===== config.mk =====
export PLATFORM = sky130hd
export DESIGN_NAME = mem_arbiter
export DESIGN_NICKNAME = d
export VERILOG_FILES = /design/src/rtl/mem_arbiter.sv
export SDC_FILE = /design/constraint.sdc
export NUM_CORES = 1
export LEC_CHECK = 0
export CAP_MARGIN = 20
export CORE_AREA = 2 2 119 121
export CTS_CLUSTER_DIAMETER = 200
export CTS_CLUSTER_SIZE = 24
export DETAILED_ROUTE_END_ITERATION = 6
export DIE_AREA = 0 0 121 123
export HOLD_SLACK_MARGIN = 0.06
export PLACE_DENSITY = 0.92
export SLEW_MARGIN = 20
export SYNTH_ARGS = -nofsm -noshare
export SYNTH_HDL_FRONTEND = slang
export SYNTH_SLANG_ARGS = --single-unit

===== constraint.sdc =====
create_clock -name clk -period 3.3 [get_ports clk]
set_input_delay 0.33 -clock clk [delete_from_list [all_inputs] [get_ports clk]]
set_output_delay 0.33 -clock clk [all_outputs]
set_load 0.03 [all_outputs]

===== src/rtl/mem_arbiter.sv =====
// Two-requester (fetch / load-store) arbiter onto one word-addressed memory port, one access outstanding.
// Optional MEM_ARB_RR_EN: round-robin tie-break instead of fixed load/store priority.
module mem_arbiter #(
  parameter int unsigned ADDR_W   = 32,
  parameter int unsigned DATA_W   = 32,
  parameter int unsigned MAX_WAIT = 16
) (
  input  logic              clk,
  input  logic              rst,
  input  logic              if_req,
  input  logic [ADDR_W-1:0] if_addr,
  output logic              if_gnt,
  output logic              if_rvalid,
  output logic [DATA_W-1:0] if_rdata,
  output logic              if_err,
  input  logic              ls_req,
  input  logic [ADDR_W-1:0] ls_addr,
  input  logic [3:0]        ls_we,
  input  logic [DATA_W-1:0] ls_wdata,
  output logic              ls_gnt,
  output logic              ls_rvalid,
  output logic [DATA_W-1:0] ls_rdata,
  output logic              ls_err,
  output logic              mem_req,
  output logic [ADDR_W-1:0] mem_addr,
  output logic [3:0]        mem_we,
  output logic [DATA_W-1:0] mem_wdata,
  input  logic              mem_ack,
  input  logic [DATA_W-1:0] mem_rdata
);

  localparam int unsigned   CW        = $clog2(MAX_WAIT);
  localparam logic [CW-1:0] WAIT_LAST = CW'(MAX_WAIT - 1);

  typedef enum logic [1:0] {IDLE, BUSY_IF, BUSY_LS} state_e;

  state_e              state_q, state_d;
  logic [CW-1:0]       wait_q, wait_d;
  logic                mem_req_q, mem_req_d;
  logic [ADDR_W-1:0]   mem_addr_q, mem_addr_d;
  logic [3:0]          mem_we_q, mem_we_d;
  logic [DATA_W-1:0]   mem_wdata_q, mem_wdata_d;
  logic                if_rvalid_q, if_rvalid_d, if_err_q, if_err_d;
  logic                ls_rvalid_q, ls_rvalid_d, ls_err_q, ls_err_d;
  logic [DATA_W-1:0]   if_rdata_q, if_rdata_d, ls_rdata_q, ls_rdata_d;
  logic                pick_ls, done, done_err;
  logic [DATA_W-1:0]   done_data;
`ifdef MEM_ARB_RR_EN
  logic                last_if_q, last_if_d;
`endif

  always_comb begin
    state_d     = state_q;
    wait_d      = wait_q;
    mem_req_d   = mem_req_q;
    mem_addr_d  = mem_addr_q;
    mem_we_d    = mem_we_q;
    mem_wdata_d = mem_wdata_q;
    if_rvalid_d = 1'b0;
    if_err_d    = 1'b0;
    if_rdata_d  = if_rdata_q;
    ls_rvalid_d = 1'b0;
    ls_err_d    = 1'b0;
    ls_rdata_d  = ls_rdata_q;
    if_gnt      = 1'b0;
    ls_gnt      = 1'b0;
    done        = 1'b0;
    done_err    = 1'b0;
    done_data   = '0;
`ifdef MEM_ARB_RR_EN
    last_if_d   = last_if_q;
    // On a tie, load/store wins only if fetch owned the previous grant.
    pick_ls     = ls_req && (!if_req || last_if_q);
`else
    pick_ls     = ls_req;
`endif

    case (state_q)
      IDLE: begin
        if (ls_req || if_req) begin
          ls_gnt    = pick_ls;
          if_gnt    = !pick_ls;
          mem_req_d = 1'b1;
          wait_d    = '0;
`ifdef MEM_ARB_RR_EN
          last_if_d = !pick_ls;
`endif
          if (pick_ls) begin
            mem_addr_d  = ls_addr;
            mem_we_d    = ls_we;
            mem_wdata_d = ls_wdata;
            state_d     = BUSY_LS;
          end else begin
            mem_addr_d  = if_addr;
            mem_we_d    = '0;
            mem_wdata_d = '0;
            state_d     = BUSY_IF;
          end
        end
      end
      BUSY_IF, BUSY_LS: begin
        if (mem_ack) begin
          done      = 1'b1;
          done_data = (mem_we_q == '0) ? mem_rdata : '0;
        end else if (wait_q == WAIT_LAST) begin
          done     = 1'b1;
          done_err = 1'b1;
        end else begin
          wait_d = wait_q + 1'b1;
        end
        if (done) begin
          mem_req_d = 1'b0;
          state_d   = IDLE;
          if (state_q == BUSY_IF) begin
            if_rvalid_d = 1'b1;
            if_err_d    = done_err;
            if_rdata_d  = done_data;
          end else begin
            ls_rvalid_d = 1'b1;
            ls_err_d    = done_err;
            ls_rdata_d  = done_data;
          end
        end
      end
      default: state_d = IDLE;
    endcase
  end

  always_ff @(posedge clk) begin
    if (rst) begin
      state_q     <= IDLE;
      wait_q      <= '0;
      mem_req_q   <= 1'b0;
      mem_addr_q  <= '0;
      mem_we_q    <= '0;
      mem_wdata_q <= '0;
      if_rvalid_q <= 1'b0;
      if_err_q    <= 1'b0;
      if_rdata_q  <= '0;
      ls_rvalid_q <= 1'b0;
      ls_err_q    <= 1'b0;
      ls_rdata_q  <= '0;
`ifdef MEM_ARB_RR_EN
      last_if_q   <= 1'b1;
`endif
    end else begin
      state_q     <= state_d;
      wait_q      <= wait_d;
      mem_req_q   <= mem_req_d;
      mem_addr_q  <= mem_addr_d;
      mem_we_q    <= mem_we_d;
      mem_wdata_q <= mem_wdata_d;
      if_rvalid_q <= if_rvalid_d;
      if_err_q    <= if_err_d;
      if_rdata_q  <= if_rdata_d;
      ls_rvalid_q <= ls_rvalid_d;
      ls_err_q    <= ls_err_d;
      ls_rdata_q  <= ls_rdata_d;
`ifdef MEM_ARB_RR_EN
      last_if_q   <= last_if_d;
`endif
    end
  end

  assign mem_req   = mem_req_q;
  assign mem_addr  = mem_addr_q;
  assign mem_we    = mem_we_q;
  assign mem_wdata = mem_wdata_q;
  assign if_rvalid = if_rvalid_q;
  assign if_err    = if_err_q;
  assign if_rdata  = if_rdata_q;
  assign ls_rvalid = ls_rvalid_q;
  assign ls_err    = ls_err_q;
  assign ls_rdata  = ls_rdata_q;

endmodule


# == After elaboration in Yosys (flattened, before gate mapping) ==
# Cells that the tools add are included.
# word_totals
rom_bits,0
out_inout_bits,139
mem_bits_rw,0
latchBits,0
elab_cells,64
ff_bits,143
input_bits,137
memories,0
# op_classes
n_eq_ne,7
add_sub_neg,1
multipliers,0
n_lt_le_gt_ge,0
n_bitwise,3
reduce_logical,15
div_mod_pow,0
shifts,0
n_mux,26
# op_table
op,count
$mux W32,4
$mux W4,4
$mux W1,12
$reduce_and A3 Y1,3
$ne A2 B2 Y1 const B,4
$pmux W4 S2,1
$reduce_or A4 Y1,2
$mux W2,3
$add A4 B1 Y4 const B,1
$eq A4 B4 Y1 const B,1
$logic_not A4 Y1,1
$pmux W2 S2,1
$reduce_and A2 Y1,2
$reduce_and A4 Y1,1
$not A1 Y1,3
$reduce_or A3 Y1,1
$eq A2 B1 Y1 const B,1
$eq A2 B2 Y1 const B,1
$logic_not A2 Y1,1
$pmux W1 S2,1
$reduce_bool A2 Y1,1
$reduce_or A2 Y1,1
$logic_not A1 Y1,1
$logic_or A1 B1 Y1,1

# == Logic depth before layout (Yosys ltp) ==
# depth
depth_word,6
mapped_depth,7
ltp_nobuf,5

# == Worst setup path after synthesis ==
# Ideal clock, no wire load.
# synth_path
kind,register to register
start,register state_q[0]
end,register wait_q[2]
setup_slack_ns,1.800
path_stages_with_launch,7
required_ns,3.174
n_path_buf,1
setup_ns,0.126
arrival_ns,1.374
period_less_slack_ns,1.500
path_cell_list,dfxtp_1 -> inv_1 -> ha_1 -> clkbuf_1 -> nor2b_1 -> a2111oi_0 -> o2bb2ai_1
# synth_between
elab_chain_cells,4
elab_cells_between_ends,10
classes_between,eq/ne (5); mux (1); reduce/logical (4)
# synth_lines
item,line_no,source
from (decl),37,"state_e state_q, state_d;"
from (signal assigned),147,state_q <= state_d;
$eq A2 B1 Y1 / $eq A2 B2 Y1 (equally long branches),78,case (state_q)
$reduce_or A2 Y1,78,
$ne A2 B2 Y1 (no line) / $reduce_bool A2 Y1 (equally long branches),n/a,
$reduce_and A4 Y1 (no line),n/a,
to (signal assigned),148,wait_q <= wait_d;
to (decl),38,"logic [CW-1:0] wait_q, wait_d;"
# Parallel ways exist; a longest one is shown, timed or not.
# A chain may end at the register's enable or synchronous reset.

# == Worst setup path in the final report ==
# layout_path
start,register state_q[0]
end,output ls_gnt
# layout_between
elab_chain_cells,2
# layout_lines
item,line_no,source
$logic_not A2 Y1,78,
$mux W1,78,
to (decl),20,"output logic ls_gnt,"
# Every way passes these cells.

==> results.yml <==
floorplanning:
  die_area_um2: 14880
  fp.coreArea_um2: 13610
  initial_core_util_pct: 44.01
  core.rowCount: 43
  io_pins: 276
  die_y_um: 123
  die_w_um: 121
critical_path:
  r2r-end: "if_rdata[25]"
  cp_data_arrival_time_ns: 2.11
  critPathKind: "flip-flop to output pin"
  rr_startpoint: "state_q[0]"
  critPathLaunchType: "flip-flop"
  worstPathRequired_ns: 2.97
  worst-path-max-fanout: 7
  ff2ff_setup_slack_ns: 1.25
  end_kind: "output pin"
  rr_worst_depth: 5
clock_tree:
  cts_made_buffers: 17
  ctsRootBufferMaster: "clkbuf_16"
  cts_max_level: 4
  cts_resized: 0
  clockBufferDepth: 2
  cts.hold.buffers_added: 0
  clock_sinks: 143
  clk_pin_slew_ns: 0.06
  cts_setup_buffers: 0
  cts_tree: "done"
  clk_latency_ns: 0.42
hold_path:
  holdPathEnd: "ls_rdata[27]"
  hp-start: "ls_rdata[27]"
  hold_path.class: "flip-flop to flip-flop"
  whs_path_depth: 2
sta:
  period_minus_slack_ns: 2.445
  tightestPinTransition_ns: 0.6518
  setup_viol: 0
  timing.final.crit_share_pct: 74.08
  slew_headroom_pct: 56.55
  rsz0062_at_grt: "false"
  fin_setup_tns_ns: 0
  hold_viol_final: 0
  fmax_mhz: 409.1
  maxSlewViolCount: 0
  timing.final.ws_setup_ns: 0.8553
  timing.hold.ws_ns: 0.4709
  skew_ns: 0.01732
global_route:
  grt_pass1_vias: 5191
  grt_pass1_wl_um: 26590
  grt_start_max_net_pins: 81
  overflow: 0
  grt_use_total_pct: 23.07
  antenna_found_initial: 0
placement:
  dp_hpwl_um: 12520
  gp_congestion: 0.7257
  dp_slack_ns: 1.118
  placed_area_um2: 8721
  port_buffers: 275
  place_inst: 992
yosys:
  synth_area_leaders: "dfxtp_1 48%, mux2i_1 16%, nand2b_1 7.1%, nor2_1 4.6%, a22oi_1 4.5%"
  synthFlopType: "dfxtp_1"
  yosysTopAreaCell: "dfxtp_1"
  synth_cell_types: 41
  synth_seq_area_share_pct: 47.79
  synth_area_per_cell_um2: 10.42
  synth_cells: 575
  ys_warn_count: 0
  synth_area_um2: 5991
  synth_edf_count: 0
  ys_seq_elements: 143
  ys_async_sr_fraction_pct: 0
  yosysTopAreaCellShare_pct: 47.79
  synth_fp_nets: 716
route:
  wirelength_um: 17380
  wire_per_inst_um: 16.97
  dr.pass1.iters: 5
  drt_iter0_markers: 363
  route.vias.total: 5217
  via_per_inst: 5.095
  ant_nets: 0
  drc: 0
layout:
  final_cells: 1024
  num_antenna_cells: 0
  layout.nets: 972
  area_growth_pct: 54.89
  final_cell_area_um2: 9279
  final_common_cell: "clkdlybuf4s50_1"
  mostFrequentLayoutCells: "273 x clkdlybuf4s50_1, 143 x dfxtp_1, 96 x mux2i_1"
  drive_gt1_share_pct: 8.294
pwr:
  p_leak_nw: 3.587
  peakVddDrop_mv: 0.3931
  powerDensity_nw_per_um2: 504.5
run_status:
  outcome: "finished, final reports clean"
job:
  drv_cap: 0
==> kinds of logic (layout without fill, tap and decap cells) <==
kind of cell / count (synthesis) / in the layout / synth area share (%)
AND/OR/NAND/NOR: 195 / 195 / 18.46
adder cells (fa/ha/maj): 4 / 4 / 0.8355
flip-flops: 143 / 143 / 47.79
buffers and inverters: 55 / 324 / 6.203
AO/OA/AOI/OAI: 82 / 82 / 10.67
multiplexers: 96 / 96 / 16.04
==> per-stage QoR <==
step,utilization [%],power [mW]
6_report,68.17,4.682
4_1_cts,68.17,4.733
5_1_grt,68.17,4.881
3_5_place_dp,64.07,2.936
2_1_floorplan,-,2.516
3_3_place_gp,64.07,2.917
==> worst max path at each step <==
stage / from / to / cells past startpoint
6_report: state_q[0] / ls_gnt / 4
5_1_grt: state_q[0] / ls_gnt / 4
4_1_cts: state_q[0] / if_gnt / 4
3_5_place_dp: if_req / if_gnt / 3
3_3_place_gp: if_req / if_gnt / 3
2_1_floorplan: state_q[0] / wait_q[2] / 6
==> cells in the mapped netlist (all sizes together), types with 2 or more instances <==
cell type / count
and2: 2
nor2: 73
ha: 4
o32ai: 3
nand3b: 2
mux2i: 96
nor3: 2
dfxtp: 143
nor3b: 3
clkbuf: 13
nand2b: 68
a211oi: 33
nand3: 35
inv: 5
a22oi: 36
nor2b: 2
buf: 37
==> final cells by class <==
cell class                      instances  area (um^2)
Fill cell                            1022         4333
Sequential cell                       143         2863
Timing Repair Buffer                  287         2848
Multi-Input combinational cell        377         2766
Clock buffer                           19        452.9
Tap cell                              180        225.2
Clock inverter                         13        105.1
Inverter                                5        18.77
==> flip-flops by register name, summed over array words and instances, names as in the netlist, 2 cells and up <==
| register | flops |
|---|---|
| mem_wdata | 32 |
| mem_we | 4 |
| mem_addr | 32 |
| wait_q | 4 |
| state_q | 2 |
| if_rdata | 32 |
| ls_rdata | 32 |
==> worst max-delay path, stage by stage (launching register included) <==
cell and delay (ns):
dfxtp_1 0.32, inv_1 0.10, ha_1 0.33, and2_1 0.23, clkdlybuf4s50_1 0.72
==> where the power goes <==
part	internal, mW	switching, mW
Combinational	0.467	0.546
Sequential	1.83	0.0563
Clock	1.01	0.770
Total	3.31	1.37
==> metal layers <==
metal	part of all wire (%)	track usage, %	wire length [um]	up-vias
met5	0	0	0	-
li1	-	-	-	2534
met2	50	40.63	8738	227
met3	9.1	8.210	1580	25
met1	38	25.30	6621	2431
met4	2.5	9.375	440	0
Power figures use the tool's default switching activity.
